### src/rtl/hovertone_pkg.sv
// Shared constants for the hovertone phase sequencer: carrier timing, default sizes, FSM state codes.
package hovertone_pkg;

  localparam int unsigned CLK_FREQ   = 50_000_000;
  localparam int unsigned OUT_FREQ   = 40_000;
  localparam int unsigned PERIOD_CYC = CLK_FREQ / OUT_FREQ;

  localparam int unsigned DEF_NUM_CHANNELS = 4;
  localparam int unsigned DEF_PHASE_W      = 11;
  localparam int unsigned DEF_NUM_FRAMES   = 8;
  localparam int unsigned DEF_DWELL_W      = 16;

  localparam int unsigned ST_W = 2;
  localparam logic [1:0] ST_IDLE = 2'd0;
  localparam logic [1:0] ST_ARM  = 2'd1;
  localparam logic [1:0] ST_RUN  = 2'd2;

endpackage

### src/rtl/hovertone_frame_table.sv
// Phase/dwell frame storage: one synchronous write port, combinational full-frame read.
module hovertone_frame_table
  import hovertone_pkg::*;
#(
  parameter int unsigned NUM_CHANNELS = DEF_NUM_CHANNELS,
  parameter int unsigned PHASE_W      = DEF_PHASE_W,
  parameter int unsigned NUM_FRAMES   = DEF_NUM_FRAMES,
  parameter int unsigned DWELL_W      = DEF_DWELL_W,
  localparam int unsigned FRAME_IW    = $clog2(NUM_FRAMES),
  localparam int unsigned CHAN_IW     = $clog2(NUM_CHANNELS)
) (
  input  logic                            clk,
  input  logic                            rst,
  input  logic                            we,
  input  logic                            dwell_we,
  input  logic [FRAME_IW-1:0]             wr_frame,
  input  logic [CHAN_IW-1:0]              wr_chan,
  input  logic [PHASE_W-1:0]              wr_phase,
  input  logic [DWELL_W-1:0]              wr_dwell,
  input  logic [FRAME_IW-1:0]             rd_frame,
  output logic [NUM_CHANNELS*PHASE_W-1:0] rd_phase_c,
  output logic [DWELL_W-1:0]              rd_dwell_c
);

  logic [PHASE_W-1:0] phase_q [NUM_FRAMES][NUM_CHANNELS];
  logic [DWELL_W-1:0] dwell_q [NUM_FRAMES];
  logic               frame_ok_c;
  logic               chan_ok_c;

  // Address guards only exist when the index range exceeds the array depth.
  generate
    if (NUM_FRAMES == (1 << FRAME_IW)) begin : g_frame_full
      assign frame_ok_c = 1'b1;
    end else begin : g_frame_part
      assign frame_ok_c = (wr_frame < FRAME_IW'(NUM_FRAMES));
    end
    if (NUM_CHANNELS == (1 << CHAN_IW)) begin : g_chan_full
      assign chan_ok_c = 1'b1;
    end else begin : g_chan_part
      assign chan_ok_c = (wr_chan < CHAN_IW'(NUM_CHANNELS));
    end
  endgenerate

  always_ff @(posedge clk) begin
    if (rst) begin
      for (int f = 0; f < int'(NUM_FRAMES); f++) begin
        dwell_q[f] <= '0;
        for (int c = 0; c < int'(NUM_CHANNELS); c++) begin
          phase_q[f][c] <= '0;
        end
      end
    end else begin
      if (we && frame_ok_c && chan_ok_c) begin
        phase_q[wr_frame][wr_chan] <= wr_phase;
      end
      if (dwell_we && frame_ok_c) begin
        dwell_q[wr_frame] <= wr_dwell;
      end
    end
  end

  always_comb begin
    rd_phase_c = '0;
    for (int c = 0; c < int'(NUM_CHANNELS); c++) begin
      rd_phase_c[c*PHASE_W +: PHASE_W] = phase_q[rd_frame][c];
    end
    rd_dwell_c = dwell_q[rd_frame];
  end

endmodule

### src/rtl/hovertone_phase_sequencer.sv
// Steps through phase frames on carrier-period boundaries. Optional HOVERTONE_SEQ_EXT_TRIG_EN
// adds ext_trig, gating every frame advance on a pending external trigger.
module hovertone_phase_sequencer
  import hovertone_pkg::*;
#(
  parameter int unsigned NUM_CHANNELS = DEF_NUM_CHANNELS,
  parameter int unsigned PHASE_W      = DEF_PHASE_W,
  parameter int unsigned NUM_FRAMES   = DEF_NUM_FRAMES,
  parameter int unsigned DWELL_W      = DEF_DWELL_W,
  localparam int unsigned FRAME_IW    = $clog2(NUM_FRAMES),
  localparam int unsigned CHAN_IW     = $clog2(NUM_CHANNELS),
  localparam int unsigned BUS_W       = NUM_CHANNELS * PHASE_W
) (
  input  logic                clk,
  input  logic                rst,
  input  logic                period_tick,
  input  logic                cfg_we,
  input  logic                cfg_dwell_we,
  input  logic [FRAME_IW-1:0] cfg_frame,
  input  logic [CHAN_IW-1:0]  cfg_chan,
  input  logic [PHASE_W-1:0]  cfg_phase,
  input  logic [DWELL_W-1:0]  cfg_dwell,
  input  logic [FRAME_IW-1:0] last_frame,
  input  logic                loop_en,
  input  logic                start,
  input  logic                stop,
`ifdef HOVERTONE_SEQ_EXT_TRIG_EN
  input  logic                ext_trig,
`endif
  output logic                busy,
  output logic                done,
  output logic [FRAME_IW-1:0] frame_idx,
  output logic [BUS_W-1:0]    phase_out,
  output logic                phase_valid
);

  logic [ST_W-1:0]     state_q, state_d;
  logic [FRAME_IW-1:0] last_q, last_d, last_clamp_c;
  logic [DWELL_W-1:0]  dwell_q, dwell_d;
  logic [FRAME_IW-1:0] frame_idx_d;
  logic [BUS_W-1:0]    phase_d;
  logic                busy_d, done_d, valid_d;
  logic                apply_c;
  logic [FRAME_IW-1:0] apply_idx_c;
  logic [BUS_W-1:0]    rd_phase_c;
  logic [DWELL_W-1:0]  rd_dwell_c;
  logic                trig_ok_c;

  hovertone_frame_table #(
    .NUM_CHANNELS (NUM_CHANNELS),
    .PHASE_W      (PHASE_W),
    .NUM_FRAMES   (NUM_FRAMES),
    .DWELL_W      (DWELL_W)
  ) u_table (
    .clk        (clk),
    .rst        (rst),
    .we         (cfg_we),
    .dwell_we   (cfg_dwell_we),
    .wr_frame   (cfg_frame),
    .wr_chan    (cfg_chan),
    .wr_phase   (cfg_phase),
    .wr_dwell   (cfg_dwell),
    .rd_frame   (apply_idx_c),
    .rd_phase_c (rd_phase_c),
    .rd_dwell_c (rd_dwell_c)
  );

  generate
    if (NUM_FRAMES == (1 << FRAME_IW)) begin : g_last_full
      assign last_clamp_c = last_frame;
    end else begin : g_last_clamp
      assign last_clamp_c = (last_frame > FRAME_IW'(NUM_FRAMES - 1)) ?
                            FRAME_IW'(NUM_FRAMES - 1) : last_frame;
    end
  endgenerate

`ifdef HOVERTONE_SEQ_EXT_TRIG_EN
  logic trig_pend_q;

  // Sticky trigger, consumed by each applied frame.
  always_ff @(posedge clk) begin
    if (rst || stop) begin
      trig_pend_q <= 1'b0;
    end else if (apply_c) begin
      trig_pend_q <= 1'b0;
    end else if (ext_trig) begin
      trig_pend_q <= 1'b1;
    end
  end

  assign trig_ok_c = trig_pend_q | ext_trig;
`else
  assign trig_ok_c = 1'b1;
`endif

  always_ff @(posedge clk) begin
    if (rst) begin
      state_q <= ST_IDLE;
    end else begin
      state_q <= state_d;
    end
  end

  // Next state plus next values of every registered output.
  always_comb begin
    state_d     = state_q;
    last_d      = last_q;
    dwell_d     = dwell_q;
    frame_idx_d = frame_idx;
    phase_d     = phase_out;
    done_d      = 1'b0;
    valid_d     = 1'b0;
    apply_c     = 1'b0;
    apply_idx_c = '0;

    if (stop) begin
      state_d = ST_IDLE;
    end else begin
      case (state_q)
        ST_IDLE: begin
          if (start) begin
            state_d     = ST_ARM;
            frame_idx_d = '0;
            last_d      = last_clamp_c;
          end
        end
        ST_ARM: begin
          if (period_tick) begin
            apply_c = 1'b1;
            state_d = ST_RUN;
          end
        end
        ST_RUN: begin
          if (period_tick) begin
            if (dwell_q != '0) begin
              dwell_d = dwell_q - DWELL_W'(1);
            end else if (trig_ok_c) begin
              if (frame_idx != last_q) begin
                apply_c     = 1'b1;
                apply_idx_c = frame_idx + FRAME_IW'(1);
              end else if (loop_en) begin
                apply_c = 1'b1;
              end else begin
                state_d = ST_IDLE;
                done_d  = 1'b1;
              end
            end
          end
        end
        default: state_d = ST_IDLE;
      endcase
    end

    // Table read happens before any same-cycle write lands, so the old value is applied.
    if (apply_c) begin
      frame_idx_d = apply_idx_c;
      phase_d     = rd_phase_c;
      dwell_d     = (rd_dwell_c == '0) ? '0 : rd_dwell_c - DWELL_W'(1);
      valid_d     = 1'b1;
    end

    busy_d = (state_d != ST_IDLE);
  end

  always_ff @(posedge clk) begin
    if (rst) begin
      last_q      <= '0;
      dwell_q     <= '0;
      frame_idx   <= '0;
      phase_out   <= '0;
      busy        <= 1'b0;
      done        <= 1'b0;
      phase_valid <= 1'b0;
    end else begin
      last_q      <= last_d;
      dwell_q     <= dwell_d;
      frame_idx   <= frame_idx_d;
      phase_out   <= phase_d;
      busy        <= busy_d;
      done        <= done_d;
      phase_valid <= valid_d;
    end
  end

endmodule
### config.mk
export PLATFORM = sky130hd
export DESIGN_NAME = hovertone_phase_sequencer
export DESIGN_NICKNAME = d
export VERILOG_FILES = /design/src/rtl/hovertone_pkg.sv /design/src/rtl/hovertone_frame_table.sv /design/src/rtl/hovertone_phase_sequencer.sv
export SDC_FILE = /design/constraint.sdc
export NUM_CORES = 1
export LEC_CHECK = 0
export CELL_PAD_IN_SITES_DETAIL_PLACEMENT = 0
export CELL_PAD_IN_SITES_GLOBAL_PLACEMENT = 1
export CORE_MARGIN = 2
export CORE_UTILIZATION = 30
export DETAILED_ROUTE_END_ITERATION = 6
export PLACE_DENSITY_LB_ADDON = 0.08
export SETUP_SLACK_MARGIN = 0.02
export SLEW_MARGIN = 20
export SYNTH_ARGS = -nofsm -noshare
export SYNTH_HDL_FRONTEND = slang
export SYNTH_HIERARCHICAL = 1
export SYNTH_SLANG_ARGS = --single-unit
### constraint.sdc
create_clock -name clk -period 5.1 [get_ports clk]
set_clock_uncertainty 0.2 [all_clocks]
set_input_delay 1.275 -clock clk [delete_from_list [all_inputs] [get_ports clk]]
set_output_delay 1.275 -clock clk [all_outputs]
set_load 0.1 [all_outputs]
=== Word-level counts from Yosys, hierarchy flattened ===
Memories as Yosys holds them, arrays and structs flattened. A register that Yosys moved wholly into a read port is not among the register bits.
Index checks and enable logic that the tools add are counted.

* Input port bits: 43
* Register bits: 27
* Bits in writable memories: 480
* Memories: 2
* Logic and storage cells: 86
* Output and inout bits: 50

* Eq/ne operators: 4
* Order comparisons: 2
* $add $sub $neg: 3
* Reduce and logical (&&, ||, !) cells: 16
* Bitwise gates (word level): 4
* Mux-type cells: 48

{| class="wikitable"
|+ Memory list
! name !! depth !! bits a word !! rd ports !! clocked after Yosys merged registers in !! write ports !! RTL line !! text
|-
| u_table.phase_q || 8 || 44 || 1 || 1 || 8 || hovertone_frame_table.sv:25 || <nowiki>logic [PHASE_W-1:0] phase_q [NUM_FRAMES][NUM_CHANNELS];</nowiki>
|-
| u_table.dwell_q || 8 || 16 || 1 || 0 || 8 || hovertone_frame_table.sv:26 || <nowiki>logic [DWELL_W-1:0] dwell_q [NUM_FRAMES];</nowiki>
|}

{| class="wikitable"
|+ Operator list
! kind !! number
|-
| $mux 44 || 3
|-
| $mux 16 || 7
|-
| $reduce_or 44->1 || 1
|-
| $mux 3 || 11
|-
| $sub 16x1->16 const B || 2
|-
| $demux 11 s2 || 1
|-
| $logic_not 16->1 || 1
|-
| $mux 1 || 16
|-
| $reduce_bool 16->1 || 1
|-
| $reduce_or 16->1 || 1
|-
| $mux 2 || 7
|-
| $reduce_bool 2->1 || 6
|-
| $mux 11 || 1
|-
| $pmux 2 s3 || 1
|-
| $reduce_and 3->1 || 2
|-
| $reduce_or 6->1 || 1
|-
| $reduce_and 4->1 || 1
|-
| $add 3x1->3 const B || 1
|-
| $ge 3x3->1 const B || 1
|-
| $lt 3x1->1 const B || 1
|-
| $ne 3x3->1 || 1
|-
| $not 1->1 || 3
|-
| $not 2->3 || 1
|-
| $eq 2x1->1 const B || 1
|-
| other kinds (5) || 5
|}

=== Depth between registers and ports, before layout ===
An unclocked memory read counts as a cell.

* Depth after elaboration: 10
* Gate-level depth with buffers: 19
* Mapped depth without buffers: 16

=== Modules after synthesis ===
The synthesis kept the hierarchy.

{| class="wikitable"
|+ By module, submodules not included
! module !! cells each !! sequential area each (um2) !! area an instance (um2) !! instances
|-
| hovertone_frame_table || 1,410 || 14,413.8 || 21,652.0 || 1
|-
| hovertone_phase_sequencer || 439 || 1,421.4 || 3,455.8 || 1
|}

=== Least setup slack after synthesis ===
OpenSTA, ideal clock, no wires.

* Path kind: input port to flip-flop
* Start point: input period_tick
* End point: register dwell_q[15]
* Stages: 15
* Setup time: 0.114 ns
* Arrival: 4.615 ns
* Required time: 4.786 ns
* Buffers on the path: 3
* Path slack: 0.171 ns
* Cell sequence: nand2_1 nor2_1 nand2_1 nor3_1 buf_2 buf_4 mux4_2 mux2_2 nor4_1 nand2_1 nor4_2 or3_1 buf_2 o22ai_1 a21o_1

* Word-level cells in the longest chain between the ends: 7
* Elaborated cells between the ends (all ways): 17
* Classes of those cells: 1 x add/sub; 1 x eq/ne; 9 x mux; 5 x reduce/logical; 1 x memory

{| class="wikitable"
|+ Ends and longest elaborated chain
! element !! RTL line !! text
|-
| start, declared || hovertone_phase_sequencer.sv:16 || <nowiki>input logic period_tick,</nowiki>
|-
| $mux 3 * || hovertone_phase_sequencer.sv:134 || <nowiki>if (period_tick) begin</nowiki>
|-
| $mux 3 * || hovertone_phase_sequencer.sv:119 || <nowiki>case (state_q)</nowiki>
|-
| $mux 3 * || hovertone_phase_sequencer.sv:116 || <nowiki>if (stop) begin</nowiki>
|-
| net apply_idx_c[0] || hovertone_phase_sequencer.sv:44 || <nowiki>logic [FRAME_IW-1:0] apply_idx_c;</nowiki>
|-
| $mem_v2 8x16 * || - ||
|-
| net rd_dwell_c[8] || hovertone_phase_sequencer.sv:46 || <nowiki>logic [DWELL_W-1:0] rd_dwell_c;</nowiki>
|-
| $sub 16x1->16 or $logic_not 16->1 (tied branches) || hovertone_phase_sequencer.sv:158 || <nowiki>dwell_d = (rd_dwell_c == '0) ? '0 : rd_dwell_c - DWELL_W'(1);</nowiki>
|-
| $mux 16 * || hovertone_phase_sequencer.sv:158 ||
|-
| $mux 16 * || hovertone_phase_sequencer.sv:155 || <nowiki>if (apply_c) begin</nowiki>
|-
| end signal, assigned || hovertone_phase_sequencer.sv:176 || <nowiki>dwell_q <= dwell_d;</nowiki>
|-
| end, declared || hovertone_phase_sequencer.sv:39 || <nowiki>logic [DWELL_W-1:0] dwell_q, dwell_d;</nowiki>
|}

Mark *: on every way through the listed nets, which the timed path passes. The rest lies on a longest branch.
A chain may end at the register's enable or synchronous reset.

=== Worst setup path in the final report ===
* Start point: input period_tick
* End point: register dwell_q[11]

Same word-level chain as after synthesis.

==> impl_metrics.ini <==
[placement]
hpwl_mm = 49.33
pre_cts_ws_ns = -0.2110
io_buffers = 92
dp_cells = 2971
gp_congestion = 0.7878

[setup_path]
reg2reg_depth = 17
cp_max_fo = 17
r2r_end = dwell_q[11]
critPathCaptureType = flip-flop
worstPathArrival_ns = 4.95
rrSetupSlack_ns = 0.75
crit_start = period_tick
worstPathRequired_ns = 5.38
worstReg2RegStart = dwell_q[0]
crit_type = input port to flip-flop
worstSetupStartpointType = input port

[timing]
rsz0062_at_grt = false
min_period_ns = 4.672
worst_slack_ns = 0.4277
slew_headroom_pct = 31.18
setup_viol = 0
final_hold_viol_count = 0
fmax_ghz = 0.2140
finalCritPeriodShare_pct = 91.61
drv_slew = 0
tightest_slew_ns = 1.029

[synth]
synthesis.area_um2 = 25110
ys_types = 65
async_reset_ff_share_pct = 0
yosysSeqAreaShare_pct = 63.07
synth_edf_count = 480
syn-num-nets = 1901
syn_inst = 1849
synth-seq-cells = 551
avgSynthCellArea_um2 = 13.58
synth_warnings = 6
synth_flop_cell = edfxtp_1

[detailed_routing]
wl_per_cell_um = 25.70
vias = 16100
drt_iter0_drc = 996
drcViolationCount = 0
routed_via_density = 5.201
drt-total-wl_mm = 79.57
dr.pass1.iters = 7
ant_nets = 0

[layout]
area_delta_synth_final_pct = 19.57
final_cells = 3096
layout_common_cells = 480 x edfxtp_1, 423 x nor3_1, 135 x buf_4, 120 x mux4_2, 115 x nand2_1
drive_gt1_share_pct = 23.97
layout.nets = 2013
nFillCells = 8061
final_common_cell = edfxtp_1

[cts]
root_buffer = clkbuf_16
cts_buffer_depth = 3
cts.reportedPaths.clkPinSlew_ns = 0.06
cts-buffers-inserted = 68
htreeDepth = 3
cts.sinks = 551
clk_latency_ns = 0.60
post-cts-setup-buffers = 0
ctsResizeCount = 0
cts_hold_buf = 0
cts_tree = done

[global_routing]
antenna_found_initial = 0
grt_use_total_pct = 18.61
use_met1_pct = 26.39
grt_pass1_wl_mm = 117.1
grt-busiest-layer = met2
grt_max_degree = 96
groute.layer.met2.usage_pct = 29.98
use_met3_pct = 2.935
first_global_vias = 16910
overflow = 0

[hold_path]
hp-class = flip-flop to flip-flop
min_from = phase_out[32]
whs_endpoint = phase_out[32]
whs_path_depth = 2

[floorplanning]
dieArea_um2 = 86020
die_h_um = 293.3
ioPinCount = 93
initial_core_util_pct = 30.15
placementRows = 106
core_area_um2 = 83290
dieWidth_um = 293.3

[run_status]
status = finished, final reports clean

[pwr]
power_density_nw_per_um2 = 355.5
ir_worst_vdd_v = 0.0002113
leakagePower_nw = 9.099

[run]
cap_violations = 0
==> how the worst max path moves through the flow <==
stage | endpoint | slack (ns) | cells after the start
6_report | dwell_q[11] | 0.43 | 16
5_1_grt | dwell_q[14] | 0.11 | 16
4_1_cts | dwell_q[14] | 0.40 | 16
3_5_place_dp | dwell_q[14] | -0.21 | 16
3_3_place_gp | dwell_q[14] | -0.20 | 16
2_1_floorplan | dwell_q[15] | 0.17 | 15
==> power by group <==
group          internal [mW]  total [mW]  switching [mW]
combinational          0.231       0.687           0.456
sequential              5.12        5.18          0.0650
clock                   2.86        4.80            1.95
==> through the flow <==
stage               TNS (ns)  hold WS, ns  utilization (%)  total power [mW]  cell area, µm²
finish                     0       0.2499            36.04             10.67           30020
global route               0       0.2701            36.04             11.04           30020
CTS                        0       0.2529            36.04             10.83           30020
detailed placement    -1.196       0.2446            33.42             5.974           27830
global placement     -0.8491       0.2420            33.42             5.969           27830
floorplan                  0       0.2804                -             5.617           25110
==> critical path, stage by stage <==
cell	delay, ns
clkdlybuf4s50_1	0.49
nand2_1	0.08
nor2_1	0.14
nand2_1	0.10
nor3_2	0.20
buf_12	0.22
buf_4	0.29
buf_12	0.14
mux4_2	0.49
mux2_2	0.30
nor4_1	0.35
nand3_1	0.28
nor3_1	0.25
xor2_1	0.10
a22oi_1	0.15
o21ai_1	0.08
==> sequential cells by signal, summed over array words and instances, names as in the netlist <==
register / flops
done: 1
phase_valid: 1
phase_out: 44
dwell_q: 16
state_q: 2
last_q: 3
frame_idx: 3
u_table/phase_q: 352
busy: 1
u_table/dwell_q: 128
==> kinds of logic (layout without fill, tap and decap cells) <==
| kind of cell | Yosys count | in the layout | synth area share (%) |
|---|---|---|---|
| XOR/XNOR | 24 | 24 | 0.8372 |
| other | 0 | 1 | 0 |
| adder cells (fa/ha/maj) | 9 | 9 | 0.4485 |
| multiplexers | 185 | 185 | 13.66 |
| AO/OA/AOI/OAI | 133 | 133 | 3.374 |
| AND/OR/NAND/NOR | 716 | 716 | 14.67 |
| buffers and inverters | 231 | 397 | 3.942 |
| flip-flops | 551 | 551 | 63.07 |
==> synth_stat cells (22+ instances only) <==
| master | count | share of area [%] |
|---|---|---|
| nand2_1 | 115 | 1.7 |
| nor3_1 | 424 | 8.5 |
| a21oi_1 | 56 | 1.1 |
| edfxtp_1 | 480 | 57 |
| clkbuf_1 | 113 | 1.7 |
| o21bai_1 | 40 | 1.2 |
| nor3_2 | 22 | 0.88 |
| buf_2 | 32 | 0.64 |
| buf_1 | 33 | 0.49 |
| mux4_2 | 120 | 11 |
| mux2_2 | 61 | 2.7 |
| nor2_1 | 72 | 1.1 |
| dfxtp_1 | 71 | 5.7 |
==> layer usage <==
metal  wire [µm]  vias to the layer above
li1            -                     7317
met1       37130                     8287
met2       37100                      417
met3        4122                       80
met4        1218                        0
met5           0                        -
==> cell type report <==
class / count / area, µm² / share of cell area (%)
Tap cell: 1080 / 1351 / 4.501
Clock inverter: 31 / 297.8 / 0.9919
Antenna cell: 1 / 2.502 / 0.008335
Inverter: 37 / 138.9 / 0.4626
Sequential cell: 551 / 15840 / 52.75
Timing Repair Buffer: 236 / 2125 / 7.077
Clock buffer: 93 / 1889 / 6.293
Multi-Input combinational cell: 1067 / 8382 / 27.92
(Power assumes the default switching activity.)
